## src/rtl/dac_spi_tx_if.sv

```systemverilog
// dac_spi_tx_if: request strobe, status and DAC pin bundle for dac_spi_tx.
//
// Signals:
//   dac_din     code to send, meaningful only while dac_dvalid=1
//   dac_dvalid  single-cycle request strobe
//   dac_busy    frame in progress or a request is pending
//   dac_done    one-cycle pulse when spi_cs_n rises (DAC has latched)
//   dac_drop    one-cycle pulse when a pending request was overwritten
//   spi_cs_n    DAC chip select, active low
//   spi_sck     SPI clock, mode 0
//   spi_sdi     serial data, MSB first
//   dbg_state   current FSM state of the transmitter (IDLE=0, SHIFT=1, CSH=2)
//
// Handshake: there is no ready. A request is a one-cycle dac_dvalid pulse and
// is always taken on the clock edge where dac_dvalid=1: started at once when
// the transmitter is idle, otherwise parked in a single-entry pending slot.
// A second request arriving while the slot is full replaces the older one and
// is reported by dac_drop. dac_din is ignored whenever dac_dvalid=0.
//
// Modports: master = request source (acquisition FSM), slave = dac_spi_tx.

interface dac_spi_tx_if #(
    parameter int DAC_DATA_W = 10
);
    logic [DAC_DATA_W-1:0] dac_din;
    logic                  dac_dvalid;
    logic                  dac_busy;
    logic                  dac_done;
    logic                  dac_drop;
    logic                  spi_cs_n;
    logic                  spi_sck;
    logic                  spi_sdi;
    logic [1:0]            dbg_state;

    modport master (
        output dac_din, dac_dvalid,
        input  dac_busy, dac_done, dac_drop, spi_cs_n, spi_sck, spi_sdi, dbg_state
    );

    modport slave (
        input  dac_din, dac_dvalid,
        output dac_busy, dac_done, dac_drop, spi_cs_n, spi_sck, spi_sdi, dbg_state
    );
endinterface

```

## src/rtl/dac_spi_tx.sv

```systemverilog
// dac_spi_tx: serialises DAC codes into 16-bit MCP48x2-style SPI frames
// ({DAC_CMD, code, 2'b00}, MSB first, SPI mode 0, latched on CS rise).
//
// Ports:
//   clk  system clock
//   rst  asynchronous active-high reset
//   bus  dac_spi_tx_if.slave: request strobe/data in, status pulses and
//        SPI pins out, FSM state for debug
//
// Timing is fixed: CS is low for FRAME_W*DAC_SCK_DIV clocks starting the
// cycle after acceptance, then high for CS_HIGH_CYC clocks before the next
// frame may start. All outputs are registered.

module dac_spi_tx #(
    parameter int         DAC_DATA_W  = 10,
    parameter int         DAC_SCK_DIV = 8,
    parameter logic [3:0] DAC_CMD     = 4'b0011,
    parameter int         CS_HIGH_CYC = 2
) (
    input logic         clk,
    input logic         rst,
    dac_spi_tx_if.slave bus
);

    localparam int FRAME_W = DAC_DATA_W + 6;
    localparam int HALF    = DAC_SCK_DIV / 2;
    localparam int DIV_W   = (DAC_SCK_DIV > 2) ? $clog2(DAC_SCK_DIV) : 1;
    localparam int BIT_W   = $clog2(FRAME_W);
    localparam int CSH_W   = (CS_HIGH_CYC > 1) ? $clog2(CS_HIGH_CYC) : 1;

    typedef enum logic [1:0] {
        IDLE  = 2'd0,
        SHIFT = 2'd1,
        CSH   = 2'd2
    } state_t;

    state_t                state_q, state_d;
    logic [DIV_W-1:0]      div_cnt_q, div_cnt_d;
    logic [BIT_W-1:0]      bit_cnt_q, bit_cnt_d;
    logic [CSH_W-1:0]      csh_cnt_q, csh_cnt_d;
    logic [FRAME_W-1:0]    frame_q, frame_d;
    logic [DAC_DATA_W-1:0] pend_q, pend_d;
    logic                  pend_valid_q, pend_valid_d;
    logic                  cs_n_q, cs_n_d;
    logic                  sck_q, sck_d;
    logic                  sdi_q, sdi_d;
    logic                  busy_q, busy_d;
    logic                  done_q, done_d;
    logic                  drop_q, drop_d;

    logic                  start;
    logic [DAC_DATA_W-1:0] start_word;
    logic                  csh_last;

    always_comb begin
        state_d      = state_q;
        div_cnt_d    = div_cnt_q;
        bit_cnt_d    = bit_cnt_q;
        csh_cnt_d    = csh_cnt_q;
        frame_d      = frame_q;
        pend_d       = pend_q;
        pend_valid_d = pend_valid_q;
        cs_n_d       = cs_n_q;
        sck_d        = sck_q;
        sdi_d        = sdi_q;
        done_d       = 1'b0;
        drop_d       = 1'b0;
        start        = 1'b0;
        start_word   = bus.dac_din;
        csh_last     = (csh_cnt_q == CSH_W'(CS_HIGH_CYC - 1));

        case (state_q)
            IDLE: begin
                // Pending slot is always empty here, so a strobe starts directly.
                if (bus.dac_dvalid) begin
                    start = 1'b1;
                end
            end

            SHIFT: begin
                if (bus.dac_dvalid) begin
                    pend_d       = bus.dac_din;
                    pend_valid_d = 1'b1;
                    drop_d       = pend_valid_q;
                end

                div_cnt_d = div_cnt_q + 1'b1;
                if (div_cnt_q == DIV_W'(HALF - 1)) begin
                    sck_d = 1'b1;
                end
                // End of a bit period: SCK falls and SDI moves together.
                if (div_cnt_q == DIV_W'(DAC_SCK_DIV - 1)) begin
                    sck_d     = 1'b0;
                    div_cnt_d = '0;
                    if (bit_cnt_q == BIT_W'(FRAME_W - 1)) begin
                        cs_n_d    = 1'b1;
                        done_d    = 1'b1;
                        sdi_d     = 1'b0;
                        csh_cnt_d = '0;
                        state_d   = CSH;
                    end else begin
                        frame_d   = {frame_q[FRAME_W-2:0], 1'b0};
                        sdi_d     = frame_q[FRAME_W-2];
                        bit_cnt_d = bit_cnt_q + 1'b1;
                    end
                end
            end

            CSH: begin
                if (!csh_last) begin
                    csh_cnt_d = csh_cnt_q + 1'b1;
                    if (bus.dac_dvalid) begin
                        pend_d       = bus.dac_din;
                        pend_valid_d = 1'b1;
                        drop_d       = pend_valid_q;
                    end
                end else if (pend_valid_q) begin
                    // Older request goes out first; a strobe arriving now simply
                    // refills the slot being vacated, so nothing is dropped.
                    start        = 1'b1;
                    start_word   = pend_q;
                    pend_valid_d = bus.dac_dvalid;
                    if (bus.dac_dvalid) begin
                        pend_d = bus.dac_din;
                    end
                end else if (bus.dac_dvalid) begin
                    start = 1'b1;
                end else begin
                    state_d = IDLE;
                end
            end

            default: begin
                state_d = IDLE;
            end
        endcase

        if (start) begin
            frame_d   = {DAC_CMD, start_word, 2'b00};
            sdi_d     = frame_d[FRAME_W-1];
            cs_n_d    = 1'b0;
            sck_d     = 1'b0;
            div_cnt_d = '0;
            bit_cnt_d = '0;
            state_d   = SHIFT;
        end

        busy_d = (state_d != IDLE) || pend_valid_d;
    end

    // Reset drops CS immediately; the DAC discards the partial frame.
    always_ff @(posedge clk or posedge rst) begin
        if (rst) begin
            state_q      <= IDLE;
            div_cnt_q    <= '0;
            bit_cnt_q    <= '0;
            csh_cnt_q    <= '0;
            frame_q      <= '0;
            pend_q       <= '0;
            pend_valid_q <= 1'b0;
            cs_n_q       <= 1'b1;
            sck_q        <= 1'b0;
            sdi_q        <= 1'b0;
            busy_q       <= 1'b0;
            done_q       <= 1'b0;
            drop_q       <= 1'b0;
        end else begin
            state_q      <= state_d;
            div_cnt_q    <= div_cnt_d;
            bit_cnt_q    <= bit_cnt_d;
            csh_cnt_q    <= csh_cnt_d;
            frame_q      <= frame_d;
            pend_q       <= pend_d;
            pend_valid_q <= pend_valid_d;
            cs_n_q       <= cs_n_d;
            sck_q        <= sck_d;
            sdi_q        <= sdi_d;
            busy_q       <= busy_d;
            done_q       <= done_d;
            drop_q       <= drop_d;
        end
    end

    assign bus.spi_cs_n  = cs_n_q;
    assign bus.spi_sck   = sck_q;
    assign bus.spi_sdi   = sdi_q;
    assign bus.dac_busy  = busy_q;
    assign bus.dac_done  = done_q;
    assign bus.dac_drop  = drop_q;
    assign bus.dbg_state = state_q;

endmodule

```

## src/flat_wrapper.sv

```systemverilog
// flat-port wrapper written by rule: the top's interface ports become plain ports
module dac_spi_tx_flat 
#(
    parameter int         DAC_DATA_W  = 10,
    parameter int         DAC_SCK_DIV = 8,
    parameter logic [3:0] DAC_CMD     = 4'b0011,
    parameter int         CS_HIGH_CYC = 2
)
  (clk, rst, bus_dac_din, bus_dac_dvalid, bus_dac_busy, bus_dac_done, bus_dac_drop, bus_spi_cs_n, bus_spi_sck, bus_spi_sdi, bus_dbg_state);
  dac_spi_tx_if #(.DAC_DATA_W(DAC_DATA_W)) bus_i ();
  input logic clk;
  input logic rst;
  input wire logic [$bits(bus_i.dac_din)-1:0] bus_dac_din;
  input wire logic [$bits(bus_i.dac_dvalid)-1:0] bus_dac_dvalid;
  output wire logic [$bits(bus_i.dac_busy)-1:0] bus_dac_busy;
  output wire logic [$bits(bus_i.dac_done)-1:0] bus_dac_done;
  output wire logic [$bits(bus_i.dac_drop)-1:0] bus_dac_drop;
  output wire logic [$bits(bus_i.spi_cs_n)-1:0] bus_spi_cs_n;
  output wire logic [$bits(bus_i.spi_sck)-1:0] bus_spi_sck;
  output wire logic [$bits(bus_i.spi_sdi)-1:0] bus_spi_sdi;
  output wire logic [$bits(bus_i.dbg_state)-1:0] bus_dbg_state;
  assign bus_i.dac_din = bus_dac_din;
  assign bus_i.dac_dvalid = bus_dac_dvalid;
  assign bus_dac_busy = bus_i.dac_busy;
  assign bus_dac_done = bus_i.dac_done;
  assign bus_dac_drop = bus_i.dac_drop;
  assign bus_spi_cs_n = bus_i.spi_cs_n;
  assign bus_spi_sck = bus_i.spi_sck;
  assign bus_spi_sdi = bus_i.spi_sdi;
  assign bus_dbg_state = bus_i.dbg_state;
  dac_spi_tx #(.DAC_DATA_W(DAC_DATA_W), .DAC_SCK_DIV(DAC_SCK_DIV), .DAC_CMD(DAC_CMD), .CS_HIGH_CYC(CS_HIGH_CYC)) u_core (.clk(clk), .rst(rst), .bus(bus_i));
endmodule
```

## config.mk

```make
export PLATFORM = sky130hd
export DESIGN_NAME = dac_spi_tx_flat
export DESIGN_NICKNAME = d
export VERILOG_FILES = /design/src/rtl/dac_spi_tx_if.sv /design/src/rtl/dac_spi_tx.sv /design/src/flat_wrapper.sv
export SDC_FILE = /design/constraint.sdc
export NUM_CORES = 1
export LEC_CHECK = 0
export CAP_MARGIN = 20
export CORE_MARGIN = 10
export CORE_UTILIZATION = 46
export CTS_BUF_LIST = sky130_fd_sc_hd__clkbuf_4
export CTS_CLUSTER_DIAMETER = 60
export DETAILED_ROUTE_END_ITERATION = 7
export PLACE_DENSITY = 0.67
export SLEW_MARGIN = 20
export SYNTH_ARGS = -nofsm -noshare
export SYNTH_HDL_FRONTEND = slang
export SYNTH_SLANG_ARGS = --single-unit
```

## constraint.sdc

```tcl
create_clock -name clk -period 2.3 [get_ports clk]
set_input_delay 0.575 -clock clk [delete_from_list [all_inputs] [get_ports clk]]
set_output_delay 0.575 -clock clk [all_outputs]
set_load 0.005 [all_outputs]
```

Word-level counts from Yosys, hierarchy flattened
Cells that the tools add are included.
{ "op_classes": {"addsub": 3, "multipliers": 0, "div": 0, "magnitude_cmp": 0, "eq_ne": 9, "shifts": 0, "mux": 55, "bitwise_logic": 0, "n_reduce_logical": 14} }
{ "op_table": {"columns": ["op", "n"], "rows": [
  ["$mux 10", 6],
  ["$mux 15", 4],
  ["$mux 1", 26],
  ["$pmux 10 s2", 1],
  ["$mux 4", 4],
  ["$mux 2", 6],
  ["$reduce_bool 2->1", 5],
  ["$mux 3", 3],
  ["$reduce_and 3->1", 3],
  ["$pmux 1 s2", 4],
  ["$ne 2x1->1 const B", 3],
  ["$pmux 2 s3", 1],
  ["$reduce_and 2->1", 3],
  ["$add 4x1->4 const B", 1],
  ["$eq 4x4->1 const B", 1],
  ["$add 3x1->3 const B", 1],
  ["$eq 3x2->1 const B", 1],
  ["$eq 3x3->1 const B", 1],
  ["$ne 3x3->1 const B", 1],
  ["$reduce_bool 3->1", 1],
  ["$eq 2x1->1 const B", 1],
  ["$eq 2x2->1 const B", 1],
  ["$logic_not 2->1", 1],
  ["$add 1x1->1 const B", 1],
  ["$logic_or 1x1->1", 1]
]} }
{ "word_totals": {"ff_bits": 42, "latchBits": 0, "ram_bits": 0, "romBits": 0, "in_bits": 13, "out_inout_bits": 8, "wordCells": 94, "memories": 0} }

Logic depth before layout (Yosys ltp)
{ "logic_depth": {"depth_word": 7, "ltp_mapped": 9, "ltp_nobuf": 6} }

Worst setup path before layout
No wires, ideal clock.
{ "synth_path": {"path_kind": "reg2reg", "start": "register u_core.state_q[1], in the netlist u_core.bus.dbg_state[1]", "end": "register u_core.frame_q[3]", "setup_ns": 0.126, "arrival_time_ns": 1.916, "slack_ns": 0.258, "path_stages_with_launch": 9, "period_less_slack_ns": 2.042, "path_cell_list": "dfrtp_1 > clkbuf_1 > inv_1 > ha_1 > and2_2 > o21ai_1 > buf_2 > a21oi_1 > a221o_1"} }
{ "synth_via": {"elab_chain_cells": 4} }
{ "synth_lines": {"columns": ["element", "line_no", "text"], "rows": [
  ["start: declaration", "dac_spi_tx.sv:37", "state_t state_q, state_d;"],
  ["start signal: assignment", "dac_spi_tx.sv:168", "state_q <= state_d;"],
  ["$eq 2x2->1 / $logic_not 2->1 (equally long branches)", "dac_spi_tx.sv:72", "case (state_q)"],
  ["$pmux 1 s2", "dac_spi_tx.sv:72", null],
  ["$ne 2x1->1 (no line) / $reduce_bool 2->1 (equally long branches)", null, null],
  ["$reduce_and 3->1 (no line)", null, null],
  ["end signal: assignment", "dac_spi_tx.sv:172", "frame_q <= frame_d;"],
  ["end: declaration", "dac_spi_tx.sv:41", "logic [FRAME_W-1:0] frame_q, frame_d;"]
]} }
Several ways; a longest one is shown, not always the timed one.
A chain may end at the register's enable or synchronous reset.

Worst setup path after layout
{ "layout_path": {"start": "register u_core.state_q[0], in the netlist u_core.bus.dbg_state[0]", "end": "register u_core.frame_q[9]"} }
The elaborated chain is that of the path after synthesis.

==> results.txt <==
The flow ran to the end, and the final reports show no timing, DRC or antenna violations. The maximum number of pins on one net before global-route repair is 41, and the number of hold violations in the final report is 0. Setup violations remaining at the end of the flow were counted as 0. For the initial antenna violation count, the log shows 0. The post-synthesis cell type count was 45. The worst setup path is captured at a flop. The logic gate share of total power was 0.360; the final critical delay including setup and external delays was 2.10 ns.

The floorplan step defined a die boundary enclosing 0.00740 sq mm. Timing would allow up to 477 MHz. The clock sink count was 40; the initial detailed-routing violation count was 135.

Before CTS, the worst setup slack after placement is -0.0927 ns. The tools report the initial core utilization as 0.487. The signal on the critical path passes through inv_1, ha_1, o211a_4, nor3_1, and3_1, buf_12, a221o_1. Sequential cell area: 0.00100 sq mm. The clock tree synthesis step divided the H-tree into 2 levels. Synthesis inferred 40 register bits. The detailed placement HPWL came out at 3000 microns. The area taken by multi-input logic gates was 918 sq um. In the post-synthesis netlist, the cell with the most instances is sky130_fd_sc_hd__dfrtp_1. The mean routed wirelength per cell works out to 16.1 microns. Among all stages on the critical path, the largest delay is contributed by sky130_fd_sc_hd__dfrtp_1. The area of the core region was 0.00412 sq mm; the total leakage power was 1.03 nW.

Clock-pin slew was measured on the worst setup and hold paths at 0.13 ns. From synthesis to final layout, the design area changed by 17.2%. In this run, synthesis inferred 0 flip-flops with an integrated enable. The clock passes through at most 2 buffers. The most used flip-flop cell after synthesis is sky130_fd_sc_hd__dfrtp_1. The net count reported at finish was 234; the top fanout value on the critical path was 15.

Averaged over all synthesized cells, the footprint is 10.7 sq um. The switching power share of the total is 0.346. The number of vias per cell after detailed routing is 5.83, and the share of flip-flops with an asynchronous set or reset is 1.00. Horizontal extent of the die: 86.0 microns. Setup repair after global routing left no endpoint under its margin.

Port buffering added 20 buffers. The first global-routing pass estimated 7460 microns of wire. The portion of the clock cycle consumed by the worst path in the final layout is 0.912, and the cell count after synthesis is 188.

The row count came out at 23. The critical path is of the reg -> reg type. By area the synthesized netlist is led by sky130_fd_sc_hd__dfrtp_1, sky130_fd_sc_hd__mux2_2, sky130_fd_sc_hd__nand2_1. Clock root buffer: sky130_fd_sc_hd__clkbuf_4. Class of the tightest hold or removal check: reg -> reg.

In this run the cell area of the synthesized design comes to 0.00201 sq mm. After layout, the worst setup slack is 0.203 ns. The latest clock arrival within the worst-skew pair was 0.36 ns; the net count after synthesis was 209. Fill cells in the final layout number 340. Gates resized during post-CTS repair numbered 0.

The power per cell area is 971 mW/mm^2. The fraction of layout instances using a drive strength above 1 was 0.168. The die is 86.0 microns tall. The final antenna-violating net count was 0; the number of clock buffers inserted by TritonCTS was 5. The count of pins on the block boundary is 21, and the DRC violations left is 0.

Summed over all nets, the switching power comes to 789 uW. The area share of the leading cell type in the synthesized netlist works out to 0.487. TritonCTS built the clock tree.

In this run, post-CTS hold repair placed 0 buffers. For the relative contribution of the clock network to total power, the log shows 0.158. The post-CTS setup buffer count came out at 0.

Across the run, the number of max-cap violations was 0. After synthesis, the most frequently instantiated cells are sky130_fd_sc_hd__dfrtp_1, sky130_fd_sc_hd__nand2_1, sky130_fd_sc_hd__a21oi_1, sky130_fd_sc_hd__mux2_2, sky130_fd_sc_hd__inv_1. The largest total area in the synthesized netlist belongs to sky130_fd_sc_hd__dfrtp_1. At the end of routability-driven placement, the weighted congestion stood at 0.787. For this run, the detailed router's first-pass iteration total came to 4. The internal power is 1.49 mW, and the relative max-transition margin is 0.660. After detailed routing, the total wire length is 4260 microns. The actual slew at the worst max-slew pin was 0.511 ns. The routed via count is 1,538. In this design, the stage delay of the slowest critical-path cell is 0.41 ns.

Among cell families on the critical path, the largest total delay comes from compound AO/OA/AOI/OAI gates. VDD sags by at most 0.552 mV. Together, buffers and inverters on the worst path number 2. The repair_antennas step left the layout with diodes totalling 0. The via count of the first global-routing pass came out at 1,532. The total overflow reported by the global router is 0. For the part of the total power dissipated in sequential elements, the log shows 0.482. Startpoint type of the worst setup path: a flop. The count of synthesis-stage warnings from yosys was 0. For the worst path required time, the log shows 2.54 ns.

Data arrives at the worst endpoint at 2.34 ns. The number of slew-limit violations in the final report was 0; the sequential element share of the synthesized area was 0.500. The all-layer global routing usage came out at 0.125. For the maximum clock skew at final layout, the log shows 0.0182 ns.

For the total negative slack for setup checks, the log shows 0 ns.
==> layout make-up <==
cell class	count	share of cell area
clock buffers	5	0.0160
clock inverters	3	0.00798
inverters	10	0.0160
multi-input cells	128	0.391
flip-flops and latches	40	0.427
well taps	50	0.0266
repair buffers	28	0.116
==> flip-flops by register name, indices dropped and copies added (netlist names) <==
name	cells
u_core.bus.dac_busy	1
u_core.bus.dac_drop	1
u_core.csh_cnt_q	1
u_core.bus.dac_done	1
u_core.pend_valid_q	1
u_core.bus.spi_cs_n	1
u_core.div_cnt_q	3
u_core.bus.spi_sdi	1
u_core.bit_cnt_q	4
u_core.pend_q	10
u_core.bus.dbg_state	2
u_core.frame_q	13
u_core.bus.spi_sck	1
==> worst paths after layout <==
path                       cells after the start                 endpoint  slack (ns)                     from
min                                            2      u_core.bus.spi_cs_n        0.47      u_core.bus.spi_cs_n
min in group asynchronous                      3         u_core.pend_q[0]        0.60                      rst
min reg2reg                                    2      u_core.bus.spi_cs_n        0.47      u_core.bus.spi_cs_n
max reg2reg                                    7        u_core.frame_q[9]        0.20  u_core.bus.dbg_state[0]
max in group asynchronous                      3  u_core.bus.dbg_state[1]        1.31                      rst
max                                            7        u_core.frame_q[9]        0.20  u_core.bus.dbg_state[0]
==> metrics by stage <==
stage | area [sq um] | instances | utilization | total power, mW | hold WS (ns)
global placement | 2280 | 256 | 0.555 | 1.89 | 0.456
detailed placement | 2280 | 256 | 0.555 | 1.93 | 0.457
global route | 2350 | 264 | 0.571 | 2.47 | 0.493
finish | 2350 | 264 | 0.571 | 2.28 | 0.474
floorplan | 2010 | 188 | - | 1.64 | 0.451
CTS | 2340 | 264 | 0.569 | 2.30 | 0.475
==> cells by family after synthesis <==
kind of cell,after synthesis,share of synthesized area
buffers and inverters,20,0.0468
AO/OA/AOI/OAI,49,0.187
adder cells (fa/ha/maj),8,0.0499
AND/OR/NAND/NOR,58,0.145
flip-flops,40,0.500
multiplexers,13,0.0717
==> power groups by stage <==
stage	Clock [mW]	Combinational [mW]	Sequential [mW]
finish	0.361	0.821	1.10
global route	0.417	0.916	1.13
CTS	0.375	0.829	1.10
detailed placement	0	0.825	1.11
global placement	0	0.791	1.10
floorplan	0	0.572	1.07
==> worst register-to-register path, delay by kind of cell, from the launching register on <==
kind	cells	cell delay [ns]
buf+inv	2	0.30
fa+ha+maj	1	0.37
simple gates	2	0.27
compound gates	2	0.62
flops	1	0.41
==> cells in the final DEF (no fill, tap or decap), drive strengths merged, types with 2 or more instances in the layout <==
cell | netlist | final
nand3 | 6 | 6
nor3 | 2 | 2
nand3b | 2 | 2
nand2 | 28 | 28
clkdlybuf4s50 | 0 | 20
mux2 | 11 | 11
dfrtp | 39 | 39
a22o | 3 | 3
and3 | 4 | 4
o31ai | 3 | 3
a31oi | 2 | 2
a221oi | 2 | 2
nand2b | 3 | 3
a22oi | 2 | 2
a21oi | 15 | 15
ha | 8 | 8
clkbuf | 4 | 5
nor2 | 4 | 4
a221o | 9 | 9
buf | 6 | 8
mux2i | 2 | 2
and2 | 2 | 2
clkinvlp | 0 | 2
o21ai | 5 | 5
inv | 10 | 10
==> metal layers <==
| metal | up-vias | track usage | wire [microns] |
|---|---|---|---|
| met5 | - | 0 | 0 |
| met4 | 0 | 0.0599 | 91 |
| met3 | 7 | 0.0407 | 223 |
| met2 | 42 | 0.191 | 1970 |
| met1 | 760 | 0.155 | 1980 |
| li1 | 729 | - | - |
(Power assumes the default switching activity.)
